## src/rtl/dmem_access_unit.sv

```systemverilog
// Memory-stage data access unit: issues one cache access per load/store,
// shifts store lanes, extracts/extends load data and stalls the pipe meanwhile.
module dmem_access_unit #(
  parameter int unsigned MAX_WAIT = 255
) (
  input  logic        clk,
  input  logic        rst,
  input  logic        req_valid,
  input  logic        mem_read,
  input  logic        mem_write,
  input  logic [2:0]  funct3,
  input  logic [31:0] addr,
  input  logic [31:0] store_data,
  input  logic        flush,
  output logic        stall,
  output logic [31:0] load_data,
  output logic        load_valid,
  output logic        misaligned,
  output logic        bus_error,
  output logic        data_read,
  output logic        data_write,
  output logic [3:0]  data_mbe,
  output logic [31:0] data_addr,
  output logic [31:0] data_wdata,
  input  logic [31:0] data_rdata,
  input  logic        data_resp,
  output logic [1:0]  dbg_state
);

  // Cache handshake: data_read/data_write stay high with stable addr/mbe/wdata
  // from the cycle after the request until the cycle data_resp is seen (or timeout).
  typedef enum logic [1:0] {S_IDLE = 2'd0, S_BUSY = 2'd1, S_DONE = 2'd2} state_e;

  localparam int unsigned CW = (MAX_WAIT > 0) ? $clog2(MAX_WAIT + 1) : 1;

  state_e        state_q, state_d;
  logic [CW-1:0] cnt_q, cnt_d, cnt_inc;
  logic [31:0]   addr_q, addr_d;
  logic [3:0]    mbe_q, mbe_d;
  logic [31:0]   wdata_q, wdata_d;
  logic          read_q, read_d;
  logic          write_q, write_d;
  logic          ld_q, ld_d;
  logic [2:0]    f3_q, f3_d;
  logic [1:0]    off_q, off_d;
  logic [31:0]   rdata_q, rdata_d;
  logic          flushed_q, flushed_d;
  logic          err_q, err_d;

  logic        active, one_op, legal, aligned, start, trap, timeout;
  logic [3:0]  mbe_c;
  logic [31:0] wdata_c;
  logic [7:0]  byte_v;
  logic [15:0] half_v;
  logic [31:0] ext_v;

  // Request decode
  always_comb begin
    one_op  = mem_read ^ mem_write;
    active  = req_valid & ~flush & ~rst;
    legal   = 1'b0;
    aligned = 1'b1;
    mbe_c   = 4'b1111;
    wdata_c = store_data;
    if (mem_read) legal = (funct3 inside {3'b000, 3'b001, 3'b010, 3'b100, 3'b101});
    else          legal = (funct3 inside {3'b000, 3'b001, 3'b010});
    case (funct3[1:0])
      2'b00: begin
        mbe_c   = 4'b0001 << addr[1:0];
        wdata_c = store_data << {addr[1:0], 3'b000};
      end
      2'b01: begin
        aligned = ~addr[0];
        mbe_c   = addr[1] ? 4'b1100 : 4'b0011;
        wdata_c = store_data << {addr[1], 4'b0000};
      end
      default: aligned = (addr[1:0] == 2'b00);
    endcase
    start = active & one_op & legal & aligned;
    trap  = active & (mem_read | mem_write) & ~(one_op & legal & aligned);
  end

  assign cnt_inc = cnt_q + CW'(1);
  assign timeout = (MAX_WAIT != 0) && (cnt_inc == CW'(MAX_WAIT));

  always_ff @(posedge clk or posedge rst) begin
    if (rst) begin
      state_q   <= S_IDLE;
      cnt_q     <= '0;
      addr_q    <= '0;
      mbe_q     <= '0;
      wdata_q   <= '0;
      read_q    <= 1'b0;
      write_q   <= 1'b0;
      ld_q      <= 1'b0;
      f3_q      <= '0;
      off_q     <= '0;
      rdata_q   <= '0;
      flushed_q <= 1'b0;
      err_q     <= 1'b0;
    end else begin
      state_q   <= state_d;
      cnt_q     <= cnt_d;
      addr_q    <= addr_d;
      mbe_q     <= mbe_d;
      wdata_q   <= wdata_d;
      read_q    <= read_d;
      write_q   <= write_d;
      ld_q      <= ld_d;
      f3_q      <= f3_d;
      off_q     <= off_d;
      rdata_q   <= rdata_d;
      flushed_q <= flushed_d;
      err_q     <= err_d;
    end
  end

  always_comb begin
    state_d = state_q;
    case (state_q)
      S_IDLE:  if (start) state_d = S_BUSY;
      S_BUSY:  if (data_resp || timeout) state_d = S_DONE;
      S_DONE:  state_d = S_IDLE;
      default: state_d = S_IDLE;
    endcase
  end

  // Datapath next-state; response beats timeout when both land together
  always_comb begin
    cnt_d     = '0;
    addr_d    = addr_q;
    mbe_d     = mbe_q;
    wdata_d   = wdata_q;
    read_d    = read_q;
    write_d   = write_q;
    ld_d      = ld_q;
    f3_d      = f3_q;
    off_d     = off_q;
    rdata_d   = rdata_q;
    flushed_d = flushed_q;
    err_d     = err_q;
    case (state_q)
      S_IDLE: begin
        if (start) begin
          addr_d    = {addr[31:2], 2'b00};
          mbe_d     = mbe_c;
          wdata_d   = wdata_c;
          read_d    = mem_read;
          write_d   = mem_write;
          ld_d      = mem_read;
          f3_d      = funct3;
          off_d     = addr[1:0];
          flushed_d = 1'b0;
          err_d     = 1'b0;
        end
      end
      S_BUSY: begin
        cnt_d = cnt_inc;
        if (flush) flushed_d = 1'b1;
        if (data_resp) begin
          rdata_d = data_rdata;
          read_d  = 1'b0;
          write_d = 1'b0;
        end else if (timeout) begin
          read_d  = 1'b0;
          write_d = 1'b0;
          err_d   = 1'b1;
        end
      end
      default: ;
    endcase
  end

  always_comb begin
    byte_v = rdata_q[{off_q, 3'b000} +: 8];
    half_v = rdata_q[{off_q[1], 4'b0000} +: 16];
    case (f3_q[1:0])
      2'b00:   ext_v = {{24{byte_v[7] & ~f3_q[2]}}, byte_v};
      2'b01:   ext_v = {{16{half_v[15] & ~f3_q[2]}}, half_v};
      default: ext_v = rdata_q;
    endcase
  end

  always_comb begin
    stall      = 1'b0;
    load_valid = 1'b0;
    load_data  = '0;
    bus_error  = 1'b0;
    misaligned = 1'b0;
    case (state_q)
      S_IDLE: begin
        stall      = start;
        misaligned = trap;
      end
      S_BUSY: stall = 1'b1;
      S_DONE: begin
        load_valid = ld_q & ~flushed_q & ~err_q & ~flush;
        bus_error  = err_q;
        if (load_valid) load_data = ext_v;
      end
      default: ;
    endcase
  end

  assign data_read  = read_q;
  assign data_write = write_q;
  assign data_mbe   = mbe_q;
  assign data_addr  = addr_q;
  assign data_wdata = wdata_q;
  assign dbg_state  = state_q;

endmodule
```

## config.mk

```make
export PLATFORM = sky130hd
export DESIGN_NAME = dmem_access_unit
export DESIGN_NICKNAME = d
export VERILOG_FILES = /design/src/rtl/dmem_access_unit.sv
export SDC_FILE = /design/constraint.sdc
export NUM_CORES = 1
export LEC_CHECK = 0
export ABC_AREA = 1
export CAP_MARGIN = 10
export CORE_UTILIZATION = 35
export CTS_BUF_LIST = sky130_fd_sc_hd__clkbuf_4
export DETAILED_ROUTE_END_ITERATION = 10
export MAX_ROUTING_LAYER = met4
export PLACE_DENSITY = 0.73
export SLEW_MARGIN = 0
export SYNTH_ARGS = -nofsm -noshare
export SYNTH_HDL_FRONTEND = slang
export SYNTH_SLANG_ARGS = --single-unit
export TNS_END_PERCENT = 10
```

## constraint.sdc

```tcl
create_clock -name clk -period 4.3 [get_ports clk]
set_input_delay 0.645 -clock clk [delete_from_list [all_inputs] [get_ports clk]]
set_output_delay 0.645 -clock clk [all_outputs]
set_load 0.005 [all_outputs]
```

==> flow_metrics.tcl, run 1 <==
set metrics [dict create \
    hpwlAfterDp_um 12100 \
    hold-worst-slack_ns 0.488 \
    end_kind "primary output" \
    r2r_slack_ns 1.98 \
    rsz0062_at_grt "false" \
    max_freq_ghz 0.252 \
    io_pins 214 \
    postCtsHoldBufs 0 \
    clkSinkCount 118 \
    clk_latency_ns 0.50 \
    min_path_type "register to register" \
    antenna_left 0 \
    post-route-util 0.516 \
    power_mw 3.63 \
    vias 5509 \
    reg2reg_to "data_mbe[2]$_DFFE_PP0P_" \
    wl_um 17300 \
    drv_cap 0 \
    drc 0 \
    drt_iter0_drc 324 \
    setup_viol 0 \
    synth_warnings 0 \
    p_per_area_mw_per_mm2 423 \
    wl_per_cell_um 15.0 \
    min_from "data_write$_DFFE_PP0P_" \
    first_global_vias 5268 \
    crit_chain "inv_2 > nand3_2 > o21ai_2 > nand2_1 > nand2_2 > inv_2 > nand2_4 > nand2_4 > a21oi_1 > clkdlybuf4s50_1" \
    die_y_um 133 \
    rr_startpoint "dbg_state[1]$_DFFE_PP0P_" \
    critPathRequiredTime_ns 3.65 \
    grt_max_degree 119 \
    slew_violations 0 \
    layout_commonest_cell "nand2_1" \
    port_buffers 211 \
    fin_setup_tns_ns 0 \
    postSynthCellCount 716 \
    stdcell_count 1150 \
    critPathKind "register to primary output" \
    period_share 0.925 \
    path_clk_slew_ns 0.10 \
    yosysSeqAreaShare 0.493 \
    final_area_mm2 0.00858 \
    worst_pin_slew_ns 0.969 \
    status "completed" \
    mappedNetlistArea_mm2 0.00599 \
    cpMaxStageDelayCell "dfrtp_1" \
    dpl_worst_slack_ns 0.766 \
    cts_setup_buffers 0 \
    syn_to_final_growth_pct 43.3 \
    dp.cells 1119 \
    setup_ws_ns 0.324 \
    cts_root_buf "clkbuf_4" \
    h-tree-depth 4 \
    clk_path_buf_depth 2 \
    reg2reg_depth 5 \
    overflow 0 \
    place_area_mm2 0.00825 \
    ir_worst_vdd_mv 0.210 \
    finalHoldViolations 0 \
    die_x_um 133 \
    gp_congestion 0.894 \
    numCtsBuffers 17 \
    antenna_found_initial 0 \
    final_nets 1027 \
    start_util 0.360 \
    synth.distinct_cells 42 \
    layout_min_cycle_time_ns 3.98 \
    drive_gt1_frac 0.111 \
    cts_resized 0 \
    grt_usage 0.207 \
    slowest_delay_ns 0.57 \
    fin_skew_ns 0.00541 \
    core_area_mm2 0.0166 \
    dr.pass1.iters 5 \
    arrival_ns 3.33 \
    cts_tree "built" \
    synth.avg_cell_area_um2 8.36 \
    holdPathEnd "data_write$_DFFE_PP0P_" \
    n_antenna_cell 0 \
    via_per_inst 4.79 \
    min_path_cells 2 \
    path_max_fanout 26 \
    final_cell_mix "nand2_1 (245), clkdlybuf4s50_1 (211), dfrtp_1 (118), inv_1 (51), nor2_1 (41)" \
    grt_pass1_wl_um 27500 \
    dieArea_mm2 0.0176 \
    relSlewSlack 0.354 \
    cp-start-kind "register" \
    ys_ff_latch 118 \
    num_rows 47 \
    n_fill_cell 1591 \
    leakagePower_nw 3.99 \
]
synth_stat cells:
library cell	number	area [µm²]
a21boi_0	1	7.51
a21oi_1	31	155
a21oi_2	1	8.76
and2_4	1	8.76
buf_1	2	7.51
buf_12	1	20.0
buf_2	19	95.1
buf_4	6	45.0
buf_6	1	11.3
clkbuf_1	8	30.0
conb_1	1	3.75
dfrtp_1	118	2950
ha_1	3	37.5
inv_1	52	195
inv_2	6	22.5
inv_4	1	6.26
inv_8	1	11.3
mux2_2	31	349
mux2i_1	7	70.1
nand2_1	245	920
nand2_2	3	18.8
nand2_4	2	22.5
nand3_1	14	70.1
nand3_2	2	20.0
nand3b_1	1	7.51
nand4_1	1	6.26
nor2_1	41	154
nor2_2	2	12.5
nor2_4	10	113
nor3_1	2	10.0
nor3_4	1	16.3
nor4_1	1	6.26
o21ai_0	26	130
o21ai_1	37	185
o21ai_2	2	17.5
o21bai_1	1	7.51
o221ai_1	7	61.3
o22ai_1	17	106
o31ai_1	1	7.51
or2_1	5	31.3
or2_2	3	18.8
xor2_1	1	8.76
cells by family (layout without fill, tap and decap cells):
logic type,count (synthesis),in the layout,synth area share
flops,118,118,0.493
buf+inv,97,310,0.0742
simple gates,334,334,0.240
other cells,1,2,0.000626
compound gates,124,124,0.115
fa+ha+maj,3,3,0.00627
mux,38,38,0.0700
xor+xnor,1,1,0.00146
worst max-delay path: cells and delay by family, from the launching register on:
family                 cells  cell delay (ns)
AOI/OAI and AO/OA          2             0.43
DFF                        1             0.57
and+or+nand+nor            5             0.74
buffers and inverters      3             1.09
worst max path at each step:
stage | startpoint | endpoint | cells after the start
detailed placement | funct3[1] | stall | 8
global route | f3_q[1]$_DFFE_PP0P_ | load_data[23] | 10
finish | f3_q[1]$_DFFE_PP0P_ | load_data[23] | 10
CTS | f3_q[1]$_DFFE_PP0P_ | load_data[23] | 10
global placement | funct3[1] | stall | 8
floorplan | rst | stall | 6
final cells by class:
type                       count  area (µm²)  area share
sequential                   118        2950       0.344
multi-input combinational    502        2600       0.303
timing repair buffer         219        2180       0.255
tap                          220         275      0.0321
inverter                      60         239      0.0279
clock inverter                12         184      0.0214
clock buffer                  19         143      0.0166
flip-flops by register name, summed over array words and instances (netlist names), 2 cells and up:
register and flops:
data_wdata 32, rdata_q 32, dbg_state 2, cnt_q 8
data_mbe 4, data_addr 30, off_q 2, f3_q 3
power by group:
part | switching, mW | internal [mW]
clock network | 0.416 | 0.521
logic | 0.498 | 0.614
registers | 0.201 | 1.38
total | 1.11 | 2.52
per-layer routing:
| metal | track usage | up-vias | share of wire |
|---|---|---|---|
| met3 | 0.0686 | 6 | 0.083 |
| li1 | - | 2706 | - |
| met4 | 0.0409 | 0 | 0.0047 |
| met5 | - | - | 0 |
| met2 | 0.332 | 254 | 0.48 |
| met1 | 0.254 | 2543 | 0.43 |
No activity file was read; power rests on OpenSTA's default activity.
==> inputs of run 2 (changes only) <==
CAP_MARGIN = 20   (was 10)
SLEW_MARGIN = 20   (was 0)
==> results of run 2 <==
No change in the layout: final DEF, timing and power equal those of run 1.
==> inputs of run 3 (changes only) <==
RECOVER_POWER = 100   (was unset)
==> run 3 against run 2 <==
The flow now finishes with violations (capacitance limit, slew limit). Cell count did not move. Sequential share of layout area rose by 0.25 points. Cell area fell by 0.73%. Clock skew fell by 0.00074 ns. Wire length rose by 0.28%. Total power fell by 2.2%. Register-to-register slack got worse by 0.40 ns. Fmax fell by 3.4%. Largest cell class unchanged. Largest power group unchanged.
==> flow_metrics.tcl, run 3 (synthesized netlist as in run 1, its figures left out) <==
set metrics [dict create \
    status "complete, but fails checks" \
    failed_checks "capacitance limit, slew limit" \
    layout_commonest_cell "nand2_1" \
    max_freq_ghz 0.243 \
    seqCellArea_mm2 0.00295 \
    path_max_fanout 33 \
    p_int_mw 2.45 \
    cts_tree "built" \
    setup_viol 0 \
    overflow 0 \
    antenna_found_initial 0 \
    reg2reg_to "data_wdata[31]$_DFFE_PP0P_" \
    arrival_ns 3.47 \
    io_pins 214 \
    multi_input_area_mm2 0.00257 \
    end_kind "primary output" \
    via_per_inst 4.76 \
    leakagePower_nw 4.22 \
    wl_per_cell_um 15.1 \
    critPathKind "input port to primary output" \
    core_area_mm2 0.0166 \
    worst_pin_slew_ns 3.00 \
    drt_iter0_drc 307 \
    vias 5474 \
    min_from "data_write$_DFFE_PP0P_" \
    numCtsBuffers 17 \
    swShare 0.310 \
    cp-start-kind "input port" \
    critPathRequiredTime_ns 3.65 \
    p_switching_mw 1.10 \
    start_util 0.360 \
    final_nets 1027 \
    grt_pass1_wl_um 27500 \
    relSlewSlack -1.00 \
    rsz0062_at_grt "false" \
    dp.cells 1119 \
    first_global_vias 5268 \
    path_clk_slew_ns 0.10 \
    syn_to_final_growth_pct 42.2 \
    finalHoldViolations 0 \
    drive_gt1_frac 0.100 \
    clk_latency_ns 0.51 \
    holdPathEnd "data_write$_DFFE_PP0P_" \
    dr.pass1.iters 5 \
    ir_worst_vdd_mv 0.199 \
    dieArea_mm2 0.0176 \
    num_rows 47 \
    wl_um 17300 \
    gp_congestion 0.894 \
    postCtsHoldBufs 0 \
    clkSinkCount 118 \
    grt_usage 0.207 \
    cts_setup_buffers 0 \
    min_path_type "register to register" \
    min_path_cells 2 \
    grt_max_degree 119 \
    clk_path_buf_depth 2 \
    n_antenna_cell 0 \
    cts_resized 0 \
    final_cell_mix "nand2_1 (246), dfrtp_1 (118), clkdlybuf4s50_1 (113), dlygate4sd3_1 (98), inv_1 (53)" \
    p_clk_frac 0.265 \
    fin_skew_ns 0.00468 \
    reg2reg_depth 6 \
    period_share 0.957 \
    rr_startpoint "dbg_state[1]$_DFFE_PP0P_" \
    cts_root_buf "clkbuf_4" \
    r2r_slack_ns 1.58 \
    n_fill_cell 1606 \
    layout_min_cycle_time_ns 4.11 \
    hpwlAfterDp_um 12100 \
    pwr-share-seq 0.443 \
    p_comb_frac 0.292 \
    h-tree-depth 4 \
    die_x_um 133 \
    fin_setup_tns_ns 0 \
    drc 0 \
    p_per_area_mw_per_mm2 417 \
    slew_violations 153 \
    drv_cap 2 \
    port_buffers 211 \
    die_y_um 133 \
    antenna_left 0 \
    stdcell_count 1150 \
]
==> run 3: layout make-up <==
type,count,share of cell area
Clock buffer,19,0.0167
Clock inverter,12,0.0216
Inverter,60,0.0278
Multi-Input combinational cell,502,0.301
Sequential cell,118,0.347
Tap cell,220,0.0323
Timing Repair Buffer,219,0.254
==> run 3: layer usage <==
layer	vias to the layer above	routed length, µm	share of wire	GRT usage
li1	2706	-	-	-
met1	2540	7540	0.44	0.254
met2	219	8290	0.48	0.332
met3	9	1360	0.078	0.0686
met4	0	138	0.0080	0.0409
met5	-	0	0	-
==> run 3: per-stage QoR <==
stage | utilization | setup WS (ns) | area [µm²] | hold slack (ns) | total power, mW
after global routing | 0.512 | 0.0406 | 8520 | 0.505 | 3.79
after CTS | 0.516 | 0.249 | 8580 | 0.489 | 3.68
after detailed placement | 0.496 | 0.766 | 8250 | 0.465 | 2.72
after global placement | 0.496 | 0.811 | 8250 | 0.461 | 2.71
after floorplan | - | 0.531 | 6000 | 0.450 | 2.12
final | 0.512 | 0.186 | 8520 | 0.482 | 3.55
==> run 3: how the worst max path moves through the flow <==
stage	from	depth (start not counted)	slack (ns)	endpoint
after floorplan	rst	6	0.53	stall
after global placement	funct3[1]	8	0.81	stall
after detailed placement	funct3[1]	8	0.77	stall
after CTS	f3_q[1]$_DFFE_PP0P_	10	0.25	load_data[23]
after global routing	funct3[1]	8	0.04	stall
final	funct3[1]	8	0.19	stall
==> run 3: power groups by stage <==
stage	Sequential, mW	Clock (mW)	Combinational [mW]
2_1_floorplan	1.56	0	0.557
3_3_place_gp	1.60	0	1.11
3_5_place_dp	1.60	0	1.12
4_1_cts	1.58	0.974	1.13
5_1_grt	1.61	1.02	1.15
6_report	1.58	0.941	1.04
==> run 3: critical path, cell delays in order <==
cell and delay, ns:
clkdlybuf4s50_1 0.49, clkbuf_1 0.51, inv_1 0.48, a21oi_1 0.24, nor2_1 0.11, nand3_4 0.28
nand2_1 0.11, dlygate4sd3_1 0.60
